### config.mk
export PLATFORM = sky130hd
export DESIGN_NAME = aes_block_dispatcher
export DESIGN_NICKNAME = d
export VERILOG_FILES = /design/src/rtl/aes_block_dispatcher_pkg.sv /design/src/rtl/aes_block_dispatcher_unpacker.sv /design/src/rtl/aes_block_dispatcher.sv
export SDC_FILE = /design/constraint.sdc
export NUM_CORES = 1
export LEC_CHECK = 0
export CORE_AREA = 4 4 426 428
export CTS_CLUSTER_SIZE = 30
export DETAILED_ROUTE_END_ITERATION = 10
export DIE_AREA = 0 0 430 432
export PLACE_DENSITY = 0.34
export SETUP_SLACK_MARGIN = 0.3
export SLEW_MARGIN = 20
export SYNTH_ARGS = -nofsm -noshare
export SYNTH_HDL_FRONTEND = slang
export SYNTH_SLANG_ARGS = --single-unit
### constraint.sdc
create_clock -name clk_i -period 14.41 [get_ports clk_i]
set_input_delay 3.6025 -clock clk_i [delete_from_list [all_inputs] [get_ports clk_i]]
set_output_delay 3.6025 -clock clk_i [all_outputs]
set_load 0.01 [all_outputs]
### src/rtl/aes_block_dispatcher_pkg.sv
// rtl/aes_block_dispatcher_pkg.sv - shared types and sizing helpers for the AES block dispatcher
package aes_dispatch_package;

    localparam int BLOCK_W = 128;

    typedef enum logic [0:0] {
        FILL = 1'b0,
        HOLD = 1'b1
    } aes_pack_state_e;

    // $clog2(1) is 0, which would leave a single-lane or single-word pointer with no bits.
    function automatic int ptr_width(input int n);
        return (n > 1) ? $clog2(n) : 1;
    endfunction

    function automatic int count_width(input int max_val);
        return $clog2(max_val + 1);
    endfunction

endpackage

### src/rtl/aes_block_dispatcher_unpacker.sv
// rtl/aes_block_dispatcher_unpacker.sv - serialises one 128-bit result block into DW-bit output words
module aes_block_unpacker
    import aes_dispatch_package::*;
#(
    parameter int DW = 32
) (
    input  logic               clk_i,
    input  logic               rst_i,
    input  logic               clear_i,
    input  logic               load_i,
    input  logic [BLOCK_W-1:0] load_data_i,
    output logic               can_load_o,
    output logic               empty_o,
    output logic [DW-1:0]      out_data_o,
    output logic               out_valid_o,
    input  logic               out_ready_i
);

    localparam int WPB = BLOCK_W / DW;
    localparam int CW = ptr_width(WPB);
    localparam logic [CW-1:0] LAST_WORD = CW'(WPB - 1);

    logic [BLOCK_W-1:0] data_q, data_d;
    logic [CW-1:0]      cnt_q, cnt_d;
    logic               valid_q, valid_d;
    logic               last_word;
    logic               out_fire;

    assign last_word   = (cnt_q == LAST_WORD);
    assign out_valid_o = valid_q && !clear_i;
    assign out_fire    = out_valid_o && out_ready_i;
    assign empty_o     = !valid_q;
    // A new block may land in the same cycle the final word leaves, so blocks stream without a gap.
    assign can_load_o  = !valid_q || (last_word && out_ready_i);

    always_comb begin
        out_data_o = data_q[DW-1:0];
        for (int k = 1; k < WPB; k++) begin
            if (cnt_q == CW'(k)) begin
                out_data_o = data_q[k*DW +: DW];
            end
        end
    end

    always_comb begin
        data_d  = data_q;
        cnt_d   = cnt_q;
        valid_d = valid_q;
        if (out_fire) begin
            if (last_word) begin
                valid_d = 1'b0;
                cnt_d   = '0;
            end else begin
                cnt_d = cnt_q + 1'b1;
            end
        end
        if (load_i) begin
            data_d  = load_data_i;
            cnt_d   = '0;
            valid_d = 1'b1;
        end
    end

    always_ff @(posedge clk_i or posedge rst_i) begin
        if (rst_i) begin
            data_q  <= '0;
            cnt_q   <= '0;
            valid_q <= 1'b0;
        end else if (clear_i) begin
            data_q  <= '0;
            cnt_q   <= '0;
            valid_q <= 1'b0;
        end else begin
            data_q  <= data_d;
            cnt_q   <= cnt_d;
            valid_q <= valid_d;
        end
    end

endmodule

### src/rtl/aes_block_dispatcher.sv
// rtl/aes_block_dispatcher.sv - packs stream words into blocks, dispatches round-robin to AES lanes, reorders results
// Optional performance counters are enabled by defining AES_DISPATCH_PERF_EN.
module aes_block_dispatcher
    import aes_dispatch_package::*;
#(
    parameter int N_LANES         = 4,
    parameter int DW              = 32,
    parameter int MAX_OUTSTANDING = 8
) (
    input  logic                              clk_i,
    input  logic                              rst_i,
    input  logic                              clear_i,
    input  logic                              enable_i,
    input  logic [DW-1:0]                     in_data_i,
    input  logic                              in_valid_i,
    output logic                              in_ready_o,
    output logic [N_LANES-1:0][BLOCK_W-1:0]   lane_data_o,
    output logic [N_LANES-1:0]                lane_valid_o,
    input  logic [N_LANES-1:0]                lane_ready_i,
    input  logic [N_LANES-1:0][BLOCK_W-1:0]   lane_res_i,
    input  logic [N_LANES-1:0]                lane_res_valid_i,
    output logic [N_LANES-1:0]                lane_res_ready_o,
    output logic [DW-1:0]                     out_data_o,
    output logic                              out_valid_o,
    input  logic                              out_ready_i,
    output logic                              busy_o
`ifdef AES_DISPATCH_PERF_EN
    ,
    output logic [31:0]                       perf_blocks_o,
    output logic [31:0]                       perf_stall_o
`endif
);

    localparam int WPB = BLOCK_W / DW;
    localparam int PW  = ptr_width(N_LANES);
    localparam int WW  = ptr_width(WPB);
    localparam int OW  = count_width(MAX_OUTSTANDING);
    localparam logic [PW-1:0] LAST_LANE = PW'(N_LANES - 1);
    localparam logic [WW-1:0] LAST_WORD = WW'(WPB - 1);
    localparam logic [OW-1:0] MAX_OUT   = OW'(MAX_OUTSTANDING);

    aes_pack_state_e    state_q, state_d;
    logic [WW-1:0]      word_cnt_q, word_cnt_d;
    logic [BLOCK_W-1:0] block_q, block_d;
    logic [PW-1:0]      disp_ptr_q, disp_ptr_d;
    logic [PW-1:0]      col_ptr_q, col_ptr_d;
    logic [OW-1:0]      outstanding_q, outstanding_d;

    logic               kill;
    logic               can_dispatch;
    logic               in_fire;
    logic               disp_fire;
    logic               col_fire;
    logic               unpk_can_load;
    logic               unpk_empty;
    logic [BLOCK_W-1:0] col_data;

    // Reset and clear both suppress every handshake in the cycle they are asserted.
    assign kill         = rst_i || clear_i;
    assign can_dispatch = enable_i && (outstanding_q < MAX_OUT) && !kill;
    assign in_fire      = in_ready_o && in_valid_i;
    assign disp_fire    = |(lane_valid_o & lane_ready_i);
    assign col_fire     = |(lane_res_ready_o & lane_res_valid_i);

    always_ff @(posedge clk_i or posedge rst_i) begin
        if (rst_i) begin
            state_q <= FILL;
        end else if (clear_i) begin
            state_q <= FILL;
        end else begin
            state_q <= state_d;
        end
    end

    always_comb begin
        state_d = state_q;
        case (state_q)
            FILL:    if (in_fire && (word_cnt_q == LAST_WORD)) state_d = HOLD;
            HOLD:    if (disp_fire) state_d = FILL;
            default: state_d = FILL;
        endcase
    end

    always_comb begin
        in_ready_o   = 1'b0;
        lane_valid_o = '0;
        case (state_q)
            FILL: in_ready_o = enable_i && !kill;
            HOLD: begin
                for (int l = 0; l < N_LANES; l++) begin
                    lane_valid_o[l] = can_dispatch && (disp_ptr_q == PW'(l));
                end
            end
            default: in_ready_o = 1'b0;
        endcase
    end

    always_comb begin
        for (int l = 0; l < N_LANES; l++) begin
            lane_data_o[l]      = block_q;
            lane_res_ready_o[l] = !kill && (outstanding_q != '0) && unpk_can_load
                                  && (col_ptr_q == PW'(l));
        end
    end

    always_comb begin
        col_data = lane_res_i[0];
        for (int l = 1; l < N_LANES; l++) begin
            if (col_ptr_q == PW'(l)) begin
                col_data = lane_res_i[l];
            end
        end
    end

    always_comb begin
        word_cnt_d    = word_cnt_q;
        block_d       = block_q;
        disp_ptr_d    = disp_ptr_q;
        col_ptr_d     = col_ptr_q;
        outstanding_d = outstanding_q;
        if (in_fire) begin
            for (int k = 0; k < WPB; k++) begin
                if (word_cnt_q == WW'(k)) begin
                    block_d[k*DW +: DW] = in_data_i;
                end
            end
            word_cnt_d = (word_cnt_q == LAST_WORD) ? '0 : word_cnt_q + 1'b1;
        end
        if (disp_fire) begin
            disp_ptr_d = (disp_ptr_q == LAST_LANE) ? '0 : disp_ptr_q + 1'b1;
        end
        if (col_fire) begin
            col_ptr_d = (col_ptr_q == LAST_LANE) ? '0 : col_ptr_q + 1'b1;
        end
        case ({disp_fire, col_fire})
            2'b10:   outstanding_d = outstanding_q + 1'b1;
            2'b01:   outstanding_d = outstanding_q - 1'b1;
            default: outstanding_d = outstanding_q;
        endcase
    end

    always_ff @(posedge clk_i or posedge rst_i) begin
        if (rst_i) begin
            word_cnt_q    <= '0;
            block_q       <= '0;
            disp_ptr_q    <= '0;
            col_ptr_q     <= '0;
            outstanding_q <= '0;
        end else if (clear_i) begin
            word_cnt_q    <= '0;
            block_q       <= '0;
            disp_ptr_q    <= '0;
            col_ptr_q     <= '0;
            outstanding_q <= '0;
        end else begin
            word_cnt_q    <= word_cnt_d;
            block_q       <= block_d;
            disp_ptr_q    <= disp_ptr_d;
            col_ptr_q     <= col_ptr_d;
            outstanding_q <= outstanding_d;
        end
    end

    aes_block_unpacker #(
        .DW (DW)
    ) u_unpacker (
        .clk_i       (clk_i),
        .rst_i       (rst_i),
        .clear_i     (clear_i),
        .load_i      (col_fire),
        .load_data_i (col_data),
        .can_load_o  (unpk_can_load),
        .empty_o     (unpk_empty),
        .out_data_o  (out_data_o),
        .out_valid_o (out_valid_o),
        .out_ready_i (out_ready_i)
    );

    assign busy_o = (state_q == HOLD) || (word_cnt_q != '0) || (outstanding_q != '0) || !unpk_empty;

`ifdef AES_DISPATCH_PERF_EN
    logic [31:0] perf_blocks_q;
    logic [31:0] perf_stall_q;

    always_ff @(posedge clk_i or posedge rst_i) begin
        if (rst_i) begin
            perf_blocks_q <= '0;
            perf_stall_q  <= '0;
        end else if (clear_i) begin
            perf_blocks_q <= '0;
            perf_stall_q  <= '0;
        end else begin
            if (col_fire) perf_blocks_q <= perf_blocks_q + 32'd1;
            if ((state_q == HOLD) && !disp_fire) perf_stall_q <= perf_stall_q + 32'd1;
        end
    end

    assign perf_blocks_o = perf_blocks_q;
    assign perf_stall_o  = perf_stall_q;
`endif

endmodule

-- Word-level counts from Yosys, hierarchy flattened
Cells that the tools add are included.
Widths: inputs -> output; s select.
- flip-flop bits (word level): 270
- latch bits: 0
- RAM bits: 0
- memory bits (read-only): 0
- memories kept: 0
- add/subtract/negate cells: 6
- multiply operators: 0
- divide/modulo/power cells: 0
- order comparisons: 1
- eq/ne operators: 14
- shift operators: 0
- multiplexer cells: 39
- bitwise operators: 3
- reduce and logical (&&, ||, !) cells: 48
- operators by type and width (operator ; number):
    $mux 128 ; 7
    $mux 32 ; 7
    $mux 2 ; 13
    $eq 2x2->1 const B ; 9
    $logic_and 1x1->1 ; 18
    $reduce_bool 2->1 ; 8
    $eq 2x1->1 const B ; 5
    $reduce_and 2->1 ; 5
    $reduce_bool 3->1 ; 3
    $add 2x1->2 const B ; 4
    $and 4x4->4 ; 2
    $mux 1 ; 8
    $mux 4 ; 2
    $pmux 4 s2 ; 1
    $reduce_or 4->1 ; 2
    $logic_not 2->1 ; 3
    $logic_or 1x1->1 ; 5
    $add 4x1->4 const B ; 1
    $lt 4x4->1 const B ; 1
    $reduce_bool 4->1 ; 1
    $sub 4x1->4 const B ; 1
    $logic_not 1->1 ; 3
    $pmux 1 s2 ; 1
    $not 1->1 ; 1

-- Depth between registers and ports, before layout
- word-level depth: 10
- depth in mapped cells: 14
- depth with buffers taken out: 10

-- Hierarchy
Synthesis repeated with hierarchy kept, for this count alone.
- cell total of the unflattened synthesis: 2329
- area total of the unflattened synthesis: 19307.3 µm²
- modules (own cells, without submodules) (module ; instances ; cells an instance ; area each (µm²) ; seq. area each (µm²)):
    aes_block_dispatcher ; 1 ; 1749 ; 12605.8 ; 3478.3
    aes_block_unpacker ; 1 ; 580 ; 6701.4 ; 3278.1

-- Worst setup path before layout
Ideal clock, no wire load.
- path kind: input to output
- from: in clear_i
- to: out out_valid_o
- data arrival time: 4.223 ns
- slack: 6.585 ns
- stages on the path: 3
- buffers on the path: 2
- path through: clkbuf_1 -> clkbuf_1 -> nor2b_1
- word-level cells in the longest chain between the ends: 2
- RTL lines (what ; RTL line ; source):
    from (decl) ; aes_block_dispatcher.sv:12 ; input logic clear_i,
    $logic_not 1->1 ; aes_block_dispatcher_unpacker.sv:30 ; assign out_valid_o = valid_q && !clear_i;
    $logic_and 1x1->1 ; aes_block_dispatcher_unpacker.sv:30 ;
    to (decl) ; aes_block_dispatcher.sv:24 ; output logic out_valid_o,
No other way between the ends.

-- Final worst setup path
- from: in rst_i
- to: out lane_res_ready_o[0]
- word-level cells in the longest chain between the ends: 5
- RTL lines (what ; RTL line ; source):
    from (decl) ; aes_block_dispatcher.sv:11 ; input logic rst_i,
    $logic_or 1x1->1 ; aes_block_dispatcher.sv:59 ; assign kill = rst_i || clear_i;
    $logic_not 1->1 ; aes_block_dispatcher.sv:101 ; lane_res_ready_o[l] = !kill && (outstanding_q != '0) && unpk_can_load
    $logic_and 1x1->1 (2 in series) ; aes_block_dispatcher.sv:101 ;
    $logic_and 1x1->1 ; aes_block_dispatcher.sv:102 ; && (col_ptr_q == PW'(l));
    to (decl) ; aes_block_dispatcher.sv:22 ; output logic [N_LANES-1:0] lane_res_ready_o,
No other way between the ends.

==> reports/metrics.yaml <==
place:
  dp_hpwl_mm: 91.4
  gp_congestion: 0.737
  port_buffers: 1112
die:
  initial_core_util: 0.107
  pin_count: 1113
  die_h_um: 432
  rows: 155
  die_w_um: 430
  fp.dieArea_um2: 186000
  core-area_um2: 178000
synthesis:
  synth_edf_count: 0
  synthArstFlopShare: 1.00
  synthFlopType: "dfrtp_1"
  post_synth_num_cell_types: 41
  synth_nets: 2822
  ys_ff_latch: 270
  syn_inst: 2246
  avgSynthCellArea_um2: 8.49
  yosys_warnings: 0
  seq_area_frac_synth: 0.354
  synth_area_um2: 19100
timing:
  setup_tns_ps: 0
  clock_skew_ps: 15.5
  worst_slew_pin_slew_ps: 1150
  finalSetupViolCount: 0
  relSlewSlack: 0.231
  period_share: 0.654
  final-hold-violation-count: 0
  period_needed_ps: 9420
  rsz0062_at_grt: "no"
  final_max_slew_viol_count: 0
  fmax_mhz: 106
setup_path:
  cp.required_ps: 10810
  critPathKind: "primary input to primary output"
  cp-end-kind: "primary output"
  r2r_cells: 8
  startpoint_type: "primary input"
  path_max_fanout: 5
  crit_arrival_ps: 5820
drt:
  drt_iter0_markers: 992
  wl_met1_mm: 42.5
  ant_nets: 0
  viasPerCell: 3.35
  wl_met2_mm: 62.6
  drc: 0
  topRoutingLayerUsed: "met5"
  dr.pass1.iters: 5
  wl_per_cell_um: 21.7
  vias: 17600
  met3WireLength_mm: 5.59
  totalWireLength_mm: 114
job:
  max_cap_viol_count: 0
clock_network:
  root_buffer: "clkbuf_16"
  cts_hold_buf: 0
  clock_latency_ps: 590
  cts_tree: "done"
  cts.sinks: 270
  path_clk_slew_ps: 50
  cts_buffers: 41
  cts_resized: 0
  postCtsSetupBuffers: 0
  cts-htree-levels: 2
  cts_buffer_depth: 3
global_routing:
  grt_pass1_wl_mm: 152
  grt_pass1_vias: 18200
  antenna_found_initial: 7
  grt_max_degree: 153
  globalRouteOverflowTotal: 0
  grt_util_all_layers: 0.116
power_and_ir_drop:
  ir_worst_vdd_mv: 0.0770
  p_per_area_nw_per_um2: 67.5
  leakagePower_nw: 10.5
cells_and_area:
  area_delta_synth_final_pct: 63.5
  fin_nets: 3450
  final_util: 0.175
  drive_above_1_share: 0.0386
outcome:
  outcome: "completed"
min_path:
  hold_path_depth: 2
  hp-class: "register to register"
final timing paths:
path | from | endpoint | slack (ps)
max | rst_i | lane_res_ready_o[0] | 4990
min | u_unpacker.data_q[60] | u_unpacker.data_q[60] | 510
max reg2reg | col_ptr_q[0] | u_unpacker.data_q[113] | 9730
min reg2reg | u_unpacker.data_q[60] | u_unpacker.data_q[60] | 510
max in group asynchronous | rst_i | block_q[104] | 9300
min in group asynchronous | rst_i | outstanding_q[3] | 3620
report_power, final:
group          total (mW)  leakage [nW]  switching (mW)  internal [mW]
registers           0.765          3.77         0.00430          0.761
clock network        1.06         0.676           0.421          0.643
logic               0.274          6.04           0.104          0.171
total                2.10          10.5           0.529           1.57
critical path: stages:
cell	delay (ps)
clkdlybuf4s50_1	590
nor2_1	330
and3_1	350
and2_1	170
clkdlybuf4s50_1	760
cell type report:
| class | count | area (um^2) |
|---|---|---|
| fill | 19900 | 147000 |
| timing repair buffer | 1135 | 11300 |
| multi-input combinational | 1417 | 8680 |
| sequential | 270 | 6760 |
| tap | 2355 | 2950 |
| clock buffer | 55 | 1170 |
| clock inverter | 19 | 216 |
| inverter | 9 | 41.3 |
| antenna | 4 | 10.0 |
logic make-up (layout without fill, tap and decap cells):
| kind of cell | Yosys count | count (layout) | synth area share |
|---|---|---|---|
| muxes | 290 | 290 | 0.152 |
| other | 0 | 4 | 0 |
| and+or+nand+nor | 634 | 634 | 0.156 |
| AOI/OAI and AO/OA | 471 | 471 | 0.128 |
| xor gates and xnor gates | 4 | 4 | 0.00184 |
| buffers and inverters | 559 | 1218 | 0.195 |
| adders and majority gates | 18 | 18 | 0.0122 |
| DFF | 270 | 270 | 0.354 |
cells in the mapped netlist, drive strengths merged, types with 4 or more instances:
library cell / instances / area, um^2
dfrtp: 270 / 6760
o21ai: 291 / 1460
mux2i: 290 / 2900
ha: 17 / 213
nand3: 11 / 55.1
a22o: 4 / 35.0
clkbuf: 102 / 393
inv: 9 / 33.8
buf: 448 / 3300
a21oi: 164 / 821
xnor2: 4 / 35.0
nand3b: 128 / 961
and3: 9 / 56.3
nand2: 424 / 1590
nor2: 38 / 143
and2: 4 / 25.0
state kept, by name, indices dropped and copies added, names as in the netlist:
register and count:
block_q 128, col_ptr_q 2, disp_ptr_q 2, outstanding_q 4, state_q 1, u_unpacker.cnt_q 2
u_unpacker.data_q 128, u_unpacker.valid_q 1, word_cnt_q 2
placed cells by master, fill, tap and decap left out, types with 4 or more instances in the layout:
master / n
and3_1: 5
nand3b_1: 128
nand3_1: 7
ha_1: 11
dfrtp_1: 270
clkbuf_1: 7
and3_2: 4
clkinvlp_4: 4
clkbuf_8: 5
ha_4: 4
bufinv_16: 4
inv_1: 8
clkdlybuf4s50_1: 1111
a22o_1: 4
o21ai_0: 216
nand3_2: 4
mux2i_1: 290
clkbuf_16: 43
nor2_1: 38
diode_2: 4
o21ai_1: 75
a21oi_1: 164
xnor2_1: 4
nand2_1: 424
buf_4: 20
and2_1: 4
clkinv_2: 8
metal layers:
layer  vias to the layer above  track usage
met3                        97       0.0224
met2                       682        0.229
li1                       8489            -
met4                         2       0.0339
met5                         -            0
met1                      8350        0.124
stage by stage:
step / total power, mW / hold slack (ps) / area [um^2] / setup slack, ps / cells
after CTS: 2.17 / 512 / 31200 / 4800 / 5260
final: 2.10 / 508 / 31200 / 4990 / 5264
after floorplan: 0.847 / 476 / 19100 / 3370 / 2246
after detailed placement: 1.06 / 498 / 29800 / 4810 / 5186
after global placement: 1.06 / 490 / 29800 / 4800 / 5186
after global routing: 2.20 / 528 / 31200 / 4850 / 5262
Note: power is estimated with default switching activity, not from simulation.
